**src/rtl/fetch_pkg.sv**
```systemverilog
// Shared fetch-stage types and constants.
// Pure declarations: no latency, no flow control.
package fetch_pkg;

  localparam int XLEN_DEFAULT = 32;
  localparam int INSTR_W      = 32;

  // Low address bits that must be zero for a legal instruction address.
  localparam logic [1:0] IALIGN_MASK = 2'b11;

  typedef struct packed {
    logic [XLEN_DEFAULT-1:0] pc;
    logic [INSTR_W-1:0]      instr;
  } fq_entry_t;

endpackage

```
**src/rtl/fetch_queue.sv**
```systemverilog
// Fetch-queue FIFO of {pc, instr}; head is visible the cycle after push (registered storage).
// Push while full or pop while empty is dropped; flush and reset empty it in one cycle.
module fetch_queue
  import fetch_pkg::*;
#(
  parameter type entry_t = fq_entry_t,
  parameter int  DEPTH   = 4
) (
  input  logic                     clock,
  input  logic                     reset,
  input  logic                     flush,
  input  logic                     push,
  input  entry_t                   push_entry,
  input  logic                     pop,
  output entry_t                   head,
  output logic [$clog2(DEPTH):0]   count
);

  localparam int PTR_W = (DEPTH > 1) ? $clog2(DEPTH) : 1;
  localparam int CNT_W = $clog2(DEPTH) + 1;

  entry_t             mem [DEPTH];
  logic [PTR_W-1:0]   wr_ptr;
  logic [PTR_W-1:0]   rd_ptr;
  logic [CNT_W-1:0]   count_q;
  logic               do_push;
  logic               do_pop;

  assign do_push = push && (count_q != CNT_W'(DEPTH));
  assign do_pop  = pop && (count_q != '0);

  // DEPTH is a power of two, so pointer overflow is the wrap-around.
  always_ff @(posedge clock) begin
    if (reset || flush) begin
      wr_ptr  <= '0;
      rd_ptr  <= '0;
      count_q <= '0;
    end else begin
      if (do_push) wr_ptr <= wr_ptr + PTR_W'(1);
      if (do_pop)  rd_ptr <= rd_ptr + PTR_W'(1);
      case ({do_push, do_pop})
        2'b10:   count_q <= count_q + CNT_W'(1);
        2'b01:   count_q <= count_q - CNT_W'(1);
        default: count_q <= count_q;
      endcase
    end
  end

  always_ff @(posedge clock) begin
    if (do_push && !reset && !flush) mem[wr_ptr] <= push_entry;
  end

  assign head  = mem[rd_ptr];
  assign count = count_q;

endmodule

```
**src/rtl/fetch_unit.sv**
```systemverilog
// Instruction fetch: PC, one aligned imem read per cycle, 2-cycle fill into the fetch queue.
// Issue is credit-gated on count+inflight < FQ_DEPTH; redirect flushes queue and in-flight word.
module fetch_unit
  import fetch_pkg::*;
#(
  parameter int              XLEN         = XLEN_DEFAULT,
  parameter logic [XLEN-1:0] RESET_VECTOR = '0,
  parameter int              FQ_DEPTH     = 4
) (
  input  logic                        i_clock,
  input  logic                        i_reset,
  output logic                        o_imem_req,
  output logic [XLEN-1:0]             o_imem_addr,
  input  logic [INSTR_W-1:0]          i_imem_rdata,
  input  logic                        i_redirect,
  input  logic [XLEN-1:0]             i_redirect_addr,
  output logic                        o_valid,
  input  logic                        i_ready,
  output logic [XLEN-1:0]             o_address,
  output logic [INSTR_W-1:0]          o_instruccion,
  output logic [$clog2(FQ_DEPTH):0]   o_fq_count
);

  localparam int CNT_W = $clog2(FQ_DEPTH) + 1;

  typedef struct packed {
    logic [XLEN-1:0]    pc;
    logic [INSTR_W-1:0] instr;
  } entry_t;

  logic [XLEN-1:0]  pc;
  logic [XLEN-1:0]  inflight_pc;
  logic             inflight;
  logic [XLEN-1:0]  redirect_pc;
  logic [CNT_W-1:0] fq_count;
  logic [CNT_W:0]   credit_used;
  logic             issue;
  logic             push;
  logic             pop;
  entry_t           push_entry;
  entry_t           head;

  assign redirect_pc = {i_redirect_addr[XLEN-1:2], i_redirect_addr[1:0] & ~IALIGN_MASK};

  // A pop in the same cycle does not return a credit; this keeps the
  // occupancy bound independent of decode's ready timing.
  assign credit_used = {1'b0, fq_count} + (CNT_W+1)'(inflight);
  assign issue       = !i_reset && !i_redirect && (credit_used < (CNT_W+1)'(FQ_DEPTH));

  always_ff @(posedge i_clock) begin
    if (i_reset) begin
      pc          <= RESET_VECTOR;
      inflight    <= 1'b0;
      inflight_pc <= '0;
    end else if (i_redirect) begin
      pc          <= redirect_pc;
      inflight    <= 1'b0;
    end else begin
      inflight <= issue;
      if (issue) begin
        pc          <= pc + XLEN'(4);
        inflight_pc <= pc;
      end
    end
  end

  assign push       = inflight && !i_redirect && !i_reset;
  assign pop        = o_valid && i_ready && !i_redirect && !i_reset;
  assign push_entry = '{pc: inflight_pc, instr: i_imem_rdata};

  fetch_queue #(
    .entry_t (entry_t),
    .DEPTH   (FQ_DEPTH)
  ) u_fetch_queue (
    .clock      (i_clock),
    .reset      (i_reset),
    .flush      (i_redirect),
    .push       (push),
    .push_entry (push_entry),
    .pop        (pop),
    .head       (head),
    .count      (fq_count)
  );

  assign o_imem_req    = issue;
  assign o_imem_addr   = pc;
  assign o_valid       = (fq_count != '0);
  assign o_address     = o_valid ? head.pc    : '0;
  assign o_instruccion = o_valid ? head.instr : '0;
  assign o_fq_count    = fq_count;

endmodule

```
**config.mk**
```make
export PLATFORM = sky130hd
export DESIGN_NAME = fetch_unit
export DESIGN_NICKNAME = d
export VERILOG_FILES = /design/src/rtl/fetch_pkg.sv /design/src/rtl/fetch_queue.sv /design/src/rtl/fetch_unit.sv
export SDC_FILE = /design/constraint.sdc
export NUM_CORES = 1
export LEC_CHECK = 0
export BUFFER_PORTS_ARGS = -buffer_cell sky130_fd_sc_hd__buf_4
export CAP_MARGIN = 20
export CORE_ASPECT_RATIO = 1.1
export CORE_MARGIN = 3
export CORE_UTILIZATION = 55
export CTS_BUF_LIST = sky130_fd_sc_hd__clkbuf_8
export CTS_CLUSTER_DIAMETER = 30
export CTS_CLUSTER_SIZE = 20
export DETAILED_ROUTE_END_ITERATION = 8
export PLACE_DENSITY = 0.77
export SLEW_MARGIN = 20
export SYNTH_ARGS = -nofsm -noshare
export SYNTH_HDL_FRONTEND = slang
export SYNTH_SLANG_ARGS = --single-unit
```
**constraint.sdc**
```tcl
create_clock -name i_clock -period 3.3 [get_ports i_clock]
set_input_delay 0.165 -clock i_clock [delete_from_list [all_inputs] [get_ports i_clock]]
set_output_delay 0.165 -clock i_clock [all_outputs]
set_load 0.05 [all_outputs]
```
==> Word level (Yosys, flattened, before mapping) <==
Memories as Yosys holds them, arrays and structs flattened. A register that Yosys moved wholly into a read port is not among the register bits.
Cells that the tools add are included.
{ "word_totals": {"regBits": 72, "ram_bits": 256, "inputBits": 68, "out_inout_bits": 101, "elab_cells": 47, "n_memories": 1} }
{ "op_classes": {"add_sub_neg": 6, "magnitude_cmp": 1, "n_eq_ne": 3, "muxes": 9, "bitwise_logic": 1, "reduce_logical": 19} }
{ "mem_list": {"columns": ["memory", "depth", "word_bits", "read_ports", "rd_clocked_by_memory_dff", "write_ports", "line", "source"], "rows": [
  ["u_fetch_queue.mem", 4, 64, 1, 1, 1, "fetch_queue.sv:22", "entry_t mem [DEPTH];"]
]} }
{ "ops": {"columns": ["op", "n"], "rows": [
  ["32-bit two-way mux", 4],
  ["32-bit by 3-bit adder with 32-bit output, second input constant", 1],
  ["1-bit logical AND", 11],
  ["3-bit case mux with 2 select lines", 1],
  ["2-bit by 1-bit adder with 2-bit output, second input constant", 2],
  ["3-bit by 1-bit adder with 4-bit output", 1],
  ["4-bit by 3-bit less-than comparator with 1-bit output, second input constant", 1],
  ["2-bit two-way mux", 2],
  ["2-bit nonzero test", 2],
  ["3-bit by 1-bit adder with 3-bit output, second input constant", 1],
  ["3-bit inequality test, second input constant", 1],
  ["3-bit nonzero test", 1],
  ["3-bit by 1-bit subtractor with 3-bit output, second input constant", 1],
  ["2-bit by 1-bit equality test with 1-bit output, second input constant", 1],
  ["2-bit equality test, second input constant", 1],
  ["1-bit logical NOT", 2],
  ["1-bit two-way mux", 2],
  ["2-bit AND reduction", 1],
  ["2-bit OR reduction", 1],
  ["1-bit logical OR", 1],
  ["1-bit inverter", 1]
]} }

==> Logic depth before layout (Yosys ltp) <==
{ "logic_depth": {"word_depth": 8, "depth_mapped": 11, "depth_no_buf": 11} }

==> Hierarchy <==
From an unflattened synthesis, not the netlist that was laid out.
{ "hier_totals": {"hier_cells": 828, "hier_area_um2": 13060.0} }
{ "by_module_without_submodules": {"columns": ["module", "n_inst", "cells_each", "area_each_um2", "seq_area_each_um2"], "rows": [
  ["fetch_queue", 1, 385, 9719.3, 7867.5],
  ["fetch_unit", 1, 443, 3340.7, 1221.2]
]} }

==> Worst setup path before layout <==
Ideal clock, no wire load.
{ "synth_timing": {"kind": "flip-flop to flip-flop", "from": "register u_fetch_queue.count_q[0] (netlist: u_fetch_queue.count[0])", "to": "memory u_fetch_queue.mem[0][0] (netlist bit) (enable)", "setup_time_ps": 427, "arrival_ps": 2796, "required_ps": 2873, "slack_ps": 77, "stages_incl_launch_ff": 6, "path_buffers": 0, "period_less_slack_ps": 3223, "path_cell_list": "dfxtp_1 inv_1 nand3_1 nand2_1 nor2_1 and2_1"} }
{ "synth_via": {"elab_chain_len": 6} }
{ "synth_rtl": {"columns": ["element", "line", "source"], "rows": [
  ["start: declaration", "fetch_queue.sv:25", "logic [CNT_W-1:0] count_q;"],
  ["start signal: assignment", "fetch_queue.sv:42", "2'b10: count_q <= count_q + CNT_W'(1);"],
  ["start signal: assignment", "fetch_queue.sv:43", "2'b01: count_q <= count_q - CNT_W'(1);"],
  ["start signal: assignment", "fetch_queue.sv:44", "default: count_q <= count_q;"],
  ["3-bit inequality test", "fetch_queue.sv:29", "assign do_push = push && (count_q != CNT_W'(DEPTH));"],
  ["1-bit logical AND", "fetch_queue.sv:29", null],
  ["1-bit logical AND (2 in a row)", "fetch_queue.sv:50", "if (do_push && !reset && !flush) mem[wr_ptr] <= push_entry;"],
  ["1-bit two-way mux", "fetch_queue.sv:50", null],
  ["1-bit two-way mux (not written as such)", "fetch_queue.sv:50", null],
  ["end: declaration", "fetch_queue.sv:22", null]
]} }
No other way between the ends.

==> impl_metrics.tcl <==
set metrics [dict create \
    synth_area_leaders "edfxtp_1, dfxtp_1, mux4_2, and2_1, nand2_1" \
    synth_compound_area_frac 0.0380 \
    overflow 0 \
    ant_nets 0 \
    vias_per_cell 5.46 \
    arrival_ns 2.51 \
    grt_antenna_before_repair 0 \
    fp.dieW_um 151 \
    outcome "finished clean" \
    max_freq_mhz 374 \
    wirelength_um 26700 \
    synth_cell_types 50 \
    synth.area.mux_share 0.113 \
    hp-class "input port to flop" \
    synthXorXnorAreaFrac 0.0179 \
    core_area_sq_um 22400 \
    io_buffers 162 \
    worst_setup_path_start_kind "flop" \
    finalMaxSlewViolations 0 \
    gp_congestion 0.812 \
    yosys.area.top_type "edfxtp_1" \
    ys_seq_area_frac 0.697 \
    rows 57 \
    worstPathRequired_ns 3.13 \
    initial_utilization 0.567 \
    drtIter0Drc 310 \
    synthFlopType "edfxtp_1" \
    crit_fanout 29 \
    finalSetupViolCount 0 \
    cts_buffer_depth 3 \
    cts_tree "yes" \
    first_pass_iters 4 \
    dieHeight_um 165 \
    yosysTopAreaCellShare 0.587 \
    grt_pass1_vias 7907 \
    routedWlPerCell_um 19.2 \
    clkLatencyLatePin_ns 0.56 \
    synthToLayoutAreaGrowth_pct 26.5 \
    post_cts_resized 0 \
    crit_path_end_kind "primary output" \
    drc_errors 0 \
    synth_seq_cells 318 \
    grt_pass1_wl_um 42000 \
    grt_max_degree 64 \
    p_leak_nw 5.77 \
    root_buffer "clkbuf_8" \
    dp_slack_ns 0.987 \
    tightest_slew_ns 0.931 \
    synthCells 798 \
    syn-cell-area_sq_um 12700 \
    power.density_nw_per_um2 524 \
    clock_sinks 318 \
    fin_skew_ns 0.0206 \
    finalCritPeriodShare 0.811 \
    setup-tns-final_ns 0 \
    synth-async-reset-ratio 0 \
    nNetsFinal 1127 \
    die-area_sq_um 24900 \
    synth_top_family_by_area "multiplexers" \
    hold_viol 0 \
    synthAdderAreaFrac 0.00749 \
    synth_edf_count 248 \
    yosys.area_share.simple 0.103 \
    fin_crit_ns 2.68 \
    fin_ws_ns 0.623 \
    clk_pin_slew_ns 0.07 \
    syn_avg_cell_area_sq_um 15.9 \
    cts_buffers 52 \
    htree_levels 2 \
    worstSetupPathType "flop to primary output" \
    drive_above_1_share 0.328 \
    final_cell_mix "edfxtp_1, buf_4, nand2_1" \
    grt.total_usage 0.217 \
    rsz0062_at_grt "false" \
    synth-warning-count 0 \
    ir_drop_mv 0.299 \
    maxCapViolCount 0 \
    vias 7587 \
    relSlewSlack 0.379 \
    dp_hpwl_um 15700 \
    n_antenna_cell 0 \
    final_common_cell "edfxtp_1" \
    io_pins 169 \
]
registers in the layout (all words and copies together), names as in the netlist, named ones only:
register / cells
u_fetch_queue.rd_ptr: 2
u_fetch_queue.mem: 248
u_fetch_queue.wr_ptr: 2
o_imem_addr: 30
inflight_pc: 30
u_fetch_queue.count: 3
inflight: 1
logic make-up (layout without fill, tap and decap cells):
logic type               Yosys count  count (layout)
AO/OA/AOI/OAI                     77              77
adder cells (fa/ha/maj)            7               7
XOR/XNOR                          26              26
buffers and inverters             64             357
multiplexers                      66              66
other                              1               4
flip-flops                       318             318
AND/OR/NAND/NOR                  239             239
metrics by stage:
stage | instance area (sq um) | hold slack (ns) | power (W) | std cells | util
floorplan | 12700 | 0.264 | 0.00472 | 801 | -
global placement | 14300 | 0.366 | 0.00489 | 1224 | 0.637
detailed placement | 14300 | 0.368 | 0.00490 | 1224 | 0.637
CTS | 16100 | 0.00510 | 0.00847 | 1389 | 0.717
global route | 16100 | 0.0257 | 0.00871 | 1389 | 0.717
finish | 16100 | 0.0342 | 0.00842 | 1389 | 0.717
report_power, final:
part | switching (W) | internal, W
Clock | 0.00161 | 0.00192
Combinational | 0.000267 | 0.000201
Sequential | 0.0000660 | 0.00435
synthesized netlist by cell type (2+ instances only):
library cell  number
nand3_1           11
nand4_1            6
nor3_2             6
a211oi_2           3
a21oi_1           45
inv_1             11
buf_6              2
o21bai_1           2
a211oi_1           7
xnor2_1           22
buf_1              2
and4_1             5
and2_1            69
o22ai_1            2
dfxtp_1           70
buf_2             10
and3_1             4
buf_4              5
a311oi_1           2
nand2_1           89
edfxtp_1         248
clkbuf_1          33
mux4_2            62
nand3_2            2
a31oi_1            4
mux2i_1            3
xor2_1             4
o21ai_0            4
ha_1               6
o211ai_1           2
or3_1              7
nor2_1            26
nor4_2             7
metal layers:
layer | GRT usage | up-vias | wire (um)
li1 | - | 3530 | -
met1 | 0.281 | 3738 | 10900
met2 | 0.371 | 273 | 13300
met3 | 0.0554 | 46 | 1970
met4 | 0.0565 | 0 | 473
met5 | 0 | - | 0
critical path, cell delays in order (launching register included):
cell     delay, ns
dfxtp_4       0.76
buf_4         0.31
mux4_2        0.50
and2_1        0.19
buf_4         0.19
worst paths after layout:
path,depth (start not counted),slack (ns),end,startpoint
max,4,0.62,o_address[26],flop
min,3,0.03,flop,i_reset
max reg2reg,11,1.00,u_fetch_queue.count[2],u_fetch_queue.count[0]
min reg2reg,2,0.50,inflight_pc[11],inflight_pc[11]
what timing repair did:
action                                 CTS  global route
hold buffers                            69             0
buffers inserted                         0             0
endpoints found under the hold margin  157             0
cell type report:
type	count	area (sq um)
clock buffers	55	757
clock inverters	41	348
fillers	1452	6340
inverters	12	45.0
multi-input cells	419	3580
flip-flops and latches	318	8860
well taps	295	369
repair buffers	249	2100
Power figures use the tool's default switching activity.
